**src/rtl/serial_link_vc_credit_scheduler_pkg.sv**
```systemverilog
// Shared types and width helpers for the serial-link VC credit scheduler.
// The beat types below describe the default configuration (2 VCs, 32-bit data, 8 credits).
package serial_link_pkg;

  localparam int NUM_VC      = 2;
  localparam int DATA_W      = 32;
  localparam int NUM_CREDITS = 8;

  function automatic int idx_width(input int n);
    return (n > 1) ? $clog2(n) : 1;
  endfunction

  function automatic int credit_width(input int n);
    return $clog2(n + 1);
  endfunction

  typedef logic [idx_width(NUM_VC)-1:0]          vc_id_t;
  typedef logic [credit_width(NUM_CREDITS)-1:0]  credit_t;

  typedef struct packed {
    logic              is_data;
    vc_id_t            vc;
    credit_t           credits;
    logic [DATA_W-1:0] data;
  } link_beat_t;

endpackage

```
**src/rtl/serial_link_vc_credit_scheduler_counter.sv**
```systemverilog
// Per-VC credit state: far-side credits available, credits owed back, eligibility.
// SERIAL_LINK_VC_STATS_EN adds a saturating 16-bit credit-stall cycle counter.
module serial_link_vc_credit_counter
  import serial_link_pkg::*;
#(
  parameter int NumCredits      = NUM_CREDITS,
  parameter int ForceSendThresh = NumCredits - 2,
  parameter int CreditWidth     = credit_width(NumCredits)
) (
  input  logic                   clk,
  input  logic                   rst_n,
  input  logic                   valid,
  input  logic                   grant,
  input  logic                   data_load,
  input  logic [CreditWidth-1:0] rx_credits,
  input  logic                   consume,
  output logic [CreditWidth-1:0] owed,
  output logic                   data_elig,
  output logic                   credit_elig,
  output logic [15:0]            stall_cnt
);

  logic [CreditWidth-1:0] avail;
  logic [CreditWidth:0]   avail_sum;
  logic [CreditWidth:0]   owed_sum;

  // The last credit is held back until it can carry owed credits with it,
  // otherwise both ends could sit at zero credits with credits owed.
  assign data_elig   = valid && (avail != '0) &&
                       !((avail == CreditWidth'(1)) && (owed == '0));
  assign credit_elig = (owed >= CreditWidth'(ForceSendThresh)) && !data_elig;

  // A grant ships the whole snapshot; a same-cycle consume survives it.
  assign avail_sum = {1'b0, avail} + {1'b0, rx_credits} - (CreditWidth+1)'(data_load);
  assign owed_sum  = (grant ? '0 : {1'b0, owed}) + (CreditWidth+1)'(consume);

  always_ff @(posedge clk or negedge rst_n) begin
    if (!rst_n) begin
      avail <= CreditWidth'(NumCredits);
      owed  <= '0;
    end else begin
      avail <= avail_sum[CreditWidth-1:0];
      owed  <= owed_sum[CreditWidth-1:0];
    end
  end

`ifdef SERIAL_LINK_VC_STATS_EN
  logic [15:0] stall_q;

  always_ff @(posedge clk or negedge rst_n) begin
    if (!rst_n) stall_q <= '0;
    else if (valid && !data_elig && (stall_q != 16'hFFFF)) stall_q <= stall_q + 16'd1;
  end

  assign stall_cnt = stall_q;
`else
  assign stall_cnt = '0;
`endif

  avail_range: assert property (@(posedge clk) disable iff (!rst_n)
    avail_sum <= (CreditWidth+1)'(NumCredits));
  owed_range: assert property (@(posedge clk) disable iff (!rst_n)
    owed_sum <= (CreditWidth+1)'(NumCredits));

endmodule

```
**src/rtl/serial_link_vc_credit_scheduler.sv**
```systemverilog
// Round-robin scheduler sharing one link send path between credit-flow-controlled VCs.
// SERIAL_LINK_VC_STATS_EN enables per-VC credit-stall counters on stall_cnt_o.
module serial_link_vc_credit_scheduler
  import serial_link_pkg::*;
#(
  parameter int NumVc           = NUM_VC,
  parameter int DataWidth       = DATA_W,
  parameter int NumCredits      = NUM_CREDITS,
  parameter int ForceSendThresh = NumCredits - 2,
  parameter int CreditWidth     = credit_width(NumCredits),
  parameter int VcIdWidth       = idx_width(NumVc)
) (
  input  logic                             clk_i,
  input  logic                             rst_ni,
  input  logic [NumVc-1:0][DataWidth-1:0]  vc_data_i,
  input  logic [NumVc-1:0]                 vc_valid_i,
  output logic [NumVc-1:0]                 vc_ready_o,
  output logic [DataWidth-1:0]             link_data_o,
  output logic [VcIdWidth-1:0]             link_vc_o,
  output logic [CreditWidth-1:0]           link_credits_o,
  output logic                             link_is_data_o,
  output logic                             link_valid_o,
  input  logic                             link_ready_i,
  input  logic                             rx_valid_i,
  input  logic [VcIdWidth-1:0]             rx_vc_i,
  input  logic [CreditWidth-1:0]           rx_credits_i,
  input  logic [NumVc-1:0]                 rx_consumed_i,
  output logic [NumVc-1:0][15:0]           stall_cnt_o
);

  typedef struct packed {
    logic                   is_data;
    logic [VcIdWidth-1:0]   vc;
    logic [CreditWidth-1:0] credits;
    logic [DataWidth-1:0]   data;
  } beat_t;

  logic [NumVc-1:0][CreditWidth-1:0] owed;
  logic [NumVc-1:0][CreditWidth-1:0] rx_add;
  logic [NumVc-1:0]                  data_elig, credit_elig, elig;
  logic [NumVc-1:0]                  grant, data_load;
  logic [VcIdWidth-1:0]              win, rr_ptr;
  logic [VcIdWidth:0]                idx;
  logic                              any_elig, load, valid_q;
  beat_t                             beat_q;

  for (genvar v = 0; v < NumVc; v++) begin : g_vc
    assign rx_add[v] = (rx_valid_i && (rx_vc_i == VcIdWidth'(v))) ? rx_credits_i : '0;

    serial_link_vc_credit_counter #(
      .NumCredits      (NumCredits),
      .ForceSendThresh (ForceSendThresh),
      .CreditWidth     (CreditWidth)
    ) u_cnt (
      .clk         (clk_i),
      .rst_n       (rst_ni),
      .valid       (vc_valid_i[v]),
      .grant       (grant[v]),
      .data_load   (data_load[v]),
      .rx_credits  (rx_add[v]),
      .consume     (rx_consumed_i[v]),
      .owed        (owed[v]),
      .data_elig   (data_elig[v]),
      .credit_elig (credit_elig[v]),
      .stall_cnt   (stall_cnt_o[v])
    );
  end

  assign elig = data_elig | credit_elig;
  assign load = !valid_q || link_ready_i;

  // rr_ptr is the highest-priority VC; scan downward so the closest eligible wins.
  always_comb begin
    win      = '0;
    any_elig = 1'b0;
    idx      = '0;
    for (int i = NumVc - 1; i >= 0; i--) begin
      idx = {1'b0, rr_ptr} + (VcIdWidth+1)'(i);
      if (idx >= (VcIdWidth+1)'(NumVc)) idx = idx - (VcIdWidth+1)'(NumVc);
      if (elig[idx[VcIdWidth-1:0]]) begin
        win      = idx[VcIdWidth-1:0];
        any_elig = 1'b1;
      end
    end
  end

  always_comb begin
    grant = '0;
    if (load && any_elig) grant[win] = 1'b1;
  end

  assign data_load  = grant & data_elig;
  assign vc_ready_o = data_load;

  always_ff @(posedge clk_i or negedge rst_ni) begin
    if (!rst_ni) begin
      valid_q <= 1'b0;
      beat_q  <= '0;
      rr_ptr  <= '0;
    end else if (load) begin
      valid_q <= any_elig;
      if (any_elig) begin
        beat_q.is_data <= data_elig[win];
        beat_q.vc      <= win;
        beat_q.credits <= owed[win];
        beat_q.data    <= data_elig[win] ? vc_data_i[win] : '0;
        rr_ptr         <= (win == VcIdWidth'(NumVc - 1)) ? '0 : win + 1'b1;
      end else begin
        beat_q <= '0;
      end
    end
  end

  assign link_valid_o   = valid_q;
  assign link_is_data_o = beat_q.is_data;
  assign link_vc_o      = beat_q.vc;
  assign link_credits_o = beat_q.credits;
  assign link_data_o    = beat_q.data;

  thresh_pos: assert property (@(posedge clk_i) ForceSendThresh > 0);
  ready_onehot: assert property (@(posedge clk_i) disable iff (!rst_ni)
    $onehot0(vc_ready_o));
  link_stable: assert property (@(posedge clk_i) disable iff (!rst_ni)
    (link_valid_o && !link_ready_i) |=> (link_valid_o && $stable(beat_q)));

endmodule

```
**config.mk**
```make
export PLATFORM = sky130hd
export DESIGN_NAME = serial_link_vc_credit_scheduler
export DESIGN_NICKNAME = d
export VERILOG_FILES = /design/src/rtl/serial_link_vc_credit_scheduler_pkg.sv /design/src/rtl/serial_link_vc_credit_scheduler_counter.sv /design/src/rtl/serial_link_vc_credit_scheduler.sv
export SDC_FILE = /design/constraint.sdc
export NUM_CORES = 1
export LEC_CHECK = 0
export BUFFER_PORTS_ARGS = -buffer_cell sky130_fd_sc_hd__buf_4
export CAP_MARGIN = 20
export CORE_UTILIZATION = 30
export DETAILED_ROUTE_END_ITERATION = 10
export GPL_ROUTABILITY_DRIVEN = 0
export PLACE_DENSITY = 0.55
export SLEW_MARGIN = 0
export SYNTH_ARGS = -nofsm -noshare
export SYNTH_HDL_FRONTEND = slang
export SYNTH_SLANG_ARGS = --single-unit
export TNS_END_PERCENT = 5
```
**constraint.sdc**
```tcl
create_clock -name clk_i -period 4.1 [get_ports clk_i]
set_input_delay 0.82 -clock clk_i [delete_from_list [all_inputs] [get_ports clk_i]]
set_output_delay 0.82 -clock clk_i [all_outputs]
set_load 0.005 [all_outputs]
```
==> results.md <==
Clock network:
- The number of hold buffers added after CTS was 0.
- Buffers added to address setup during post-CTS repair amount to 0.
- TritonCTS built the clock tree.
- After clock tree synthesis, the repair step resized 0 gates.
- In this run the number of H-tree levels came out at 2.
- The longest clock path from root to sink contains 2 buffers.
- Clock-pin slew was measured on the worst setup and hold paths at 100 ps.
- The CTS root buffer is sky130_fd_sc_hd__clkbuf_8.
- The number of clock sinks is 56.
- Clock latency on the worst-skew pair, taken at its later pin, is 300 ps.
- The number of CTS-inserted buffers is 5.

STA:
- Setup repair after global routing left no endpoint under its margin.
- The max-slew violation count is 0.
- Setup violations remaining at the end of the flow were counted as 0.
- The summed negative setup slack over all endpoints is 0 ps.
- Static timing analysis puts the maximum clock frequency at 310 MHz.
- The final number of hold-violating endpoints came to 0.
- In this run the tightest slew margin relative to its limit is 46.5%.
- Hold is met by 488 ps.
- The fraction of the cycle the final worst path needs is 78.7%.
- Counting I/O delays and the setup requirement, the final critical path takes 3230 ps.
- For the pin with the worst max-slew slack, the measured transition is 800 ps.
- The clock skew is 3.96 ps.

Logic synthesis:
- The post-synthesis cell area is 3170 sq um.
- The number of synthesized register bits is 56.
- By area the synthesized netlist is led by sky130_fd_sc_hd__dfrtp_1, sky130_fd_sc_hd__mux2i_1, sky130_fd_sc_hd__buf_4.
- The sequential-to-total area share from yosys stat is 44.2%.
- Averaged over all synthesized cells, the footprint is 10.2 sq um.
- The largest total area in the synthesized netlist belongs to sky130_fd_sc_hd__dfrtp_1.
- The number of synthesis warnings is 0.
- Summed over its instances, the top area cell type makes up 42.6% of the synthesized netlist area.
- In the synthesized netlist, the number of instances is 310.
- The synthesized netlist contains 40 unique library cells.

Die:
- The number of primary I/O pins is 150.
- The overall die width is 105 um.
- The die is 105 um tall.
- The initial utilization of the core area, before any placement, comes to 30.9%.
- In this run the standard cell core region covers 10300 sq um.
- The floorplan has 37 rows.
- The die covers 11000 sq um.

Global route:
- Entering global routing, the biggest net connects 57 pins.
- In the global route stage, overall resource usage came out at 13.2%.
- The initial antenna violation count is 0.
- The number of global-route vias before repair is 2411.
- The total overflow reported by the global router is 0.
- The first-pass GRT wire length is 11.6 mm.

Drt:
- After detailed routing, the number of remaining DRC violations is 0.
- Wire segments on met3 add up to 424 um in the final route.
- The routed wire length on met2 is 3.49 mm.
- The first detailed-routing pass ran for 4 iterations.
- The overall via count from detail_route is 2446.
- The number of nets with antenna violations after detailed routing is 0.
- After detailed routing, the average wire length per cell comes to 12.5 um.
- The violation count after the first detailed-route iteration is 82.
- The wire length on met1 is 3.02 mm.
- Dividing the detail-routed via count by the number of cells gives 4.38.
- In this run the top signal layer used is met4.
- For this block, the routed nets add up to 6.97 mm of wire.

Cells and area:
- For this run, the number of standard cells in the final layout without fillers is 559.
- The number of inserted diodes is 0.
- After filler insertion, the fill cell instance count of the layout stands at 1075.
- In the final layout, the share of cells above drive strength 1 is 32.9%.
- The final net count is 518.
- Compared with the post-synthesis result, the final layout area differs by 29.8%.

Pwr:
- The power density over cell area is 638 nW/um^2.
- The static leakage power is 2.12 nW.
- The maximum resistive drop on vdd is 314 uV.

Placement:
- The total of buffers placed on input and output ports is 117.
- The HPWL after detailed placement is 5.43 mm.
- The number of placed instances, taps included is 552.

Setup path:
- The largest fanout of any net on the critical path is 9.
- STA classifies the critical path endpoint as a primary output.
- Data arrives at the worst endpoint at 2410 ps.
- Setup slack on the worst reg-to-reg path comes out at 1010 ps.
- The setup path with the least slack is of type reg2out.
- The worst setup path is launched from a register.
- The endpoint required time on the critical path is 3280 ps.

Hold path:
- The worst min-delay path class is reg2reg.

Flow run:
- Max-cap violations in this run came to 0.

Run status:
- The run finished with clean final reports.
==> power by group <==
group          switching (mW)  internal (mW)  total (mW)  leakage [nW]
Clock                   0.172          0.117       0.289        0.0410
Combinational           0.652          0.708        1.36          1.38
Sequential              0.166          0.812       0.977         0.699
Total                   0.990           1.64        2.63          2.12
==> cells in the mapped netlist <==
library cell               count
sky130_fd_sc_hd__nor2_4        1
sky130_fd_sc_hd__conb_1        1
sky130_fd_sc_hd__nor3_1        3
sky130_fd_sc_hd__or3_2         1
sky130_fd_sc_hd__buf_2         1
sky130_fd_sc_hd__a21o_1        3
sky130_fd_sc_hd__and3_1        3
sky130_fd_sc_hd__xnor2_1       8
sky130_fd_sc_hd__o21ai_0      35
sky130_fd_sc_hd__a21oi_1       4
sky130_fd_sc_hd__a221o_1       4
sky130_fd_sc_hd__nand2b_1      2
sky130_fd_sc_hd__o221a_2       1
sky130_fd_sc_hd__o21ai_1       1
sky130_fd_sc_hd__a311oi_4      1
sky130_fd_sc_hd__o31a_2        1
sky130_fd_sc_hd__a21boi_0      1
sky130_fd_sc_hd__a311oi_2      1
sky130_fd_sc_hd__nand3_1       6
sky130_fd_sc_hd__nor2b_1       2
sky130_fd_sc_hd__or4_4         1
sky130_fd_sc_hd__nor2_1        3
sky130_fd_sc_hd__fa_1          2
sky130_fd_sc_hd__nand2_1      43
sky130_fd_sc_hd__buf_8         3
sky130_fd_sc_hd__and2b_1       2
sky130_fd_sc_hd__and2_1        2
sky130_fd_sc_hd__inv_1        19
sky130_fd_sc_hd__a211oi_1      1
sky130_fd_sc_hd__a31oi_1       2
sky130_fd_sc_hd__ha_1         16
sky130_fd_sc_hd__dfrtp_1      54
sky130_fd_sc_hd__buf_4        34
sky130_fd_sc_hd__mux2i_1      32
sky130_fd_sc_hd__a21o_2        1
sky130_fd_sc_hd__clkbuf_1      7
sky130_fd_sc_hd__dfstp_2       2
sky130_fd_sc_hd__and2_2        1
sky130_fd_sc_hd__xor2_1        4
sky130_fd_sc_hd__o41ai_1       1
==> critical path, cell delays in order, from the launching register on <==
cell,delay [ps]
sky130_fd_sc_hd__dfrtp_1,430
sky130_fd_sc_hd__or4_4,580
sky130_fd_sc_hd__a311oi_4,440
sky130_fd_sc_hd__o221a_2,360
sky130_fd_sc_hd__and2_2,190
sky130_fd_sc_hd__buf_4,110
==> metal layers <==
layer	vias to the layer above	track usage, %
met5	-	0
met4	0	3.02
met3	2	3.74
met2	76	23.2
met1	1163	15.9
li1	1205	-
==> cell type report <==
class	count	area (sq um)	share of cell area [%]
multi-input combinational	221	1490	36.3
tap	136	170	4.13
inverter	19	71.3	1.73
clock inverter	1	5.00	0.122
timing repair buffer	120	901	21.9
clock buffer	6	72.6	1.76
sequential	56	1400	34.1
==> cell usage in the layout, fill, tap and decap left out, types with 4 or more instances in the layout <==
master | Yosys | final
sky130_fd_sc_hd__buf_4 | 34 | 120
sky130_fd_sc_hd__dfrtp_1 | 54 | 54
sky130_fd_sc_hd__nand2_1 | 43 | 43
sky130_fd_sc_hd__o21ai_0 | 35 | 35
sky130_fd_sc_hd__mux2i_1 | 32 | 32
sky130_fd_sc_hd__conb_1 | 1 | 32
sky130_fd_sc_hd__inv_1 | 19 | 19
sky130_fd_sc_hd__ha_1 | 16 | 16
sky130_fd_sc_hd__xnor2_1 | 8 | 8
sky130_fd_sc_hd__nand3_1 | 6 | 6
sky130_fd_sc_hd__clkbuf_8 | 0 | 5
sky130_fd_sc_hd__a21oi_1 | 4 | 4
sky130_fd_sc_hd__xor2_1 | 4 | 4
sky130_fd_sc_hd__a221o_1 | 4 | 4
==> metrics by stage <==
stage                     util, %  total power, mW  setup slack (ps)  instance area [sq um]
after detailed placement     39.3             2.40               942                   4040
after global placement       39.3             2.35               995                   4040
final                        40.1             2.63               872                   4120
after floorplan                 -             1.91              1210                   3290
after CTS                    40.1             2.69               850                   4120
after global routing         40.1             2.89               748                   4120
==> cell families (layout without fill, tap and decap cells) <==
group	after synthesis	in the layout	share of synthesized area, %
AND/OR/NAND/NOR	70	70	10.3
buffers and inverters	64	146	12.7
AO/OA/AOI/OAI	57	57	11.7
flip-flops	56	56	44.2
multiplexers	32	32	10.1
adder cells (fa/ha/maj)	18	18	7.57
XOR/XNOR	12	12	3.31
other	1	32	0.118
==> worst paths after layout <==
kind,end,from,cells past startpoint
setup / recovery,vc_ready_o[0],g_vc[1].u_cnt.owed[1],5
hold / removal,link_data_o[14],link_data_o[14],2
setup reg to reg,g_vc[0].u_cnt.avail[2],g_vc[1].u_cnt.owed[1],10
hold reg to reg,link_data_o[14],link_data_o[14],2
max in group asynchronous,link_data_o[31],rst_ni,1
min in group asynchronous,g_vc[1].u_cnt.avail[0],rst_ni,1
==> registers in the layout, indices dropped and copies added, names as in the netlist <==
| signal | flops |
|---|---|
| link_data_o | 32 |
| g_vc.u_cnt.avail | 8 |
| g_vc.u_cnt.owed | 8 |
| link_credits_o | 4 |
| link_is_data_o | 1 |
| link_valid_o | 1 |
| link_vc_o | 1 |
| rr_ptr | 1 |
No activity file was read; power rests on OpenSTA's default activity.
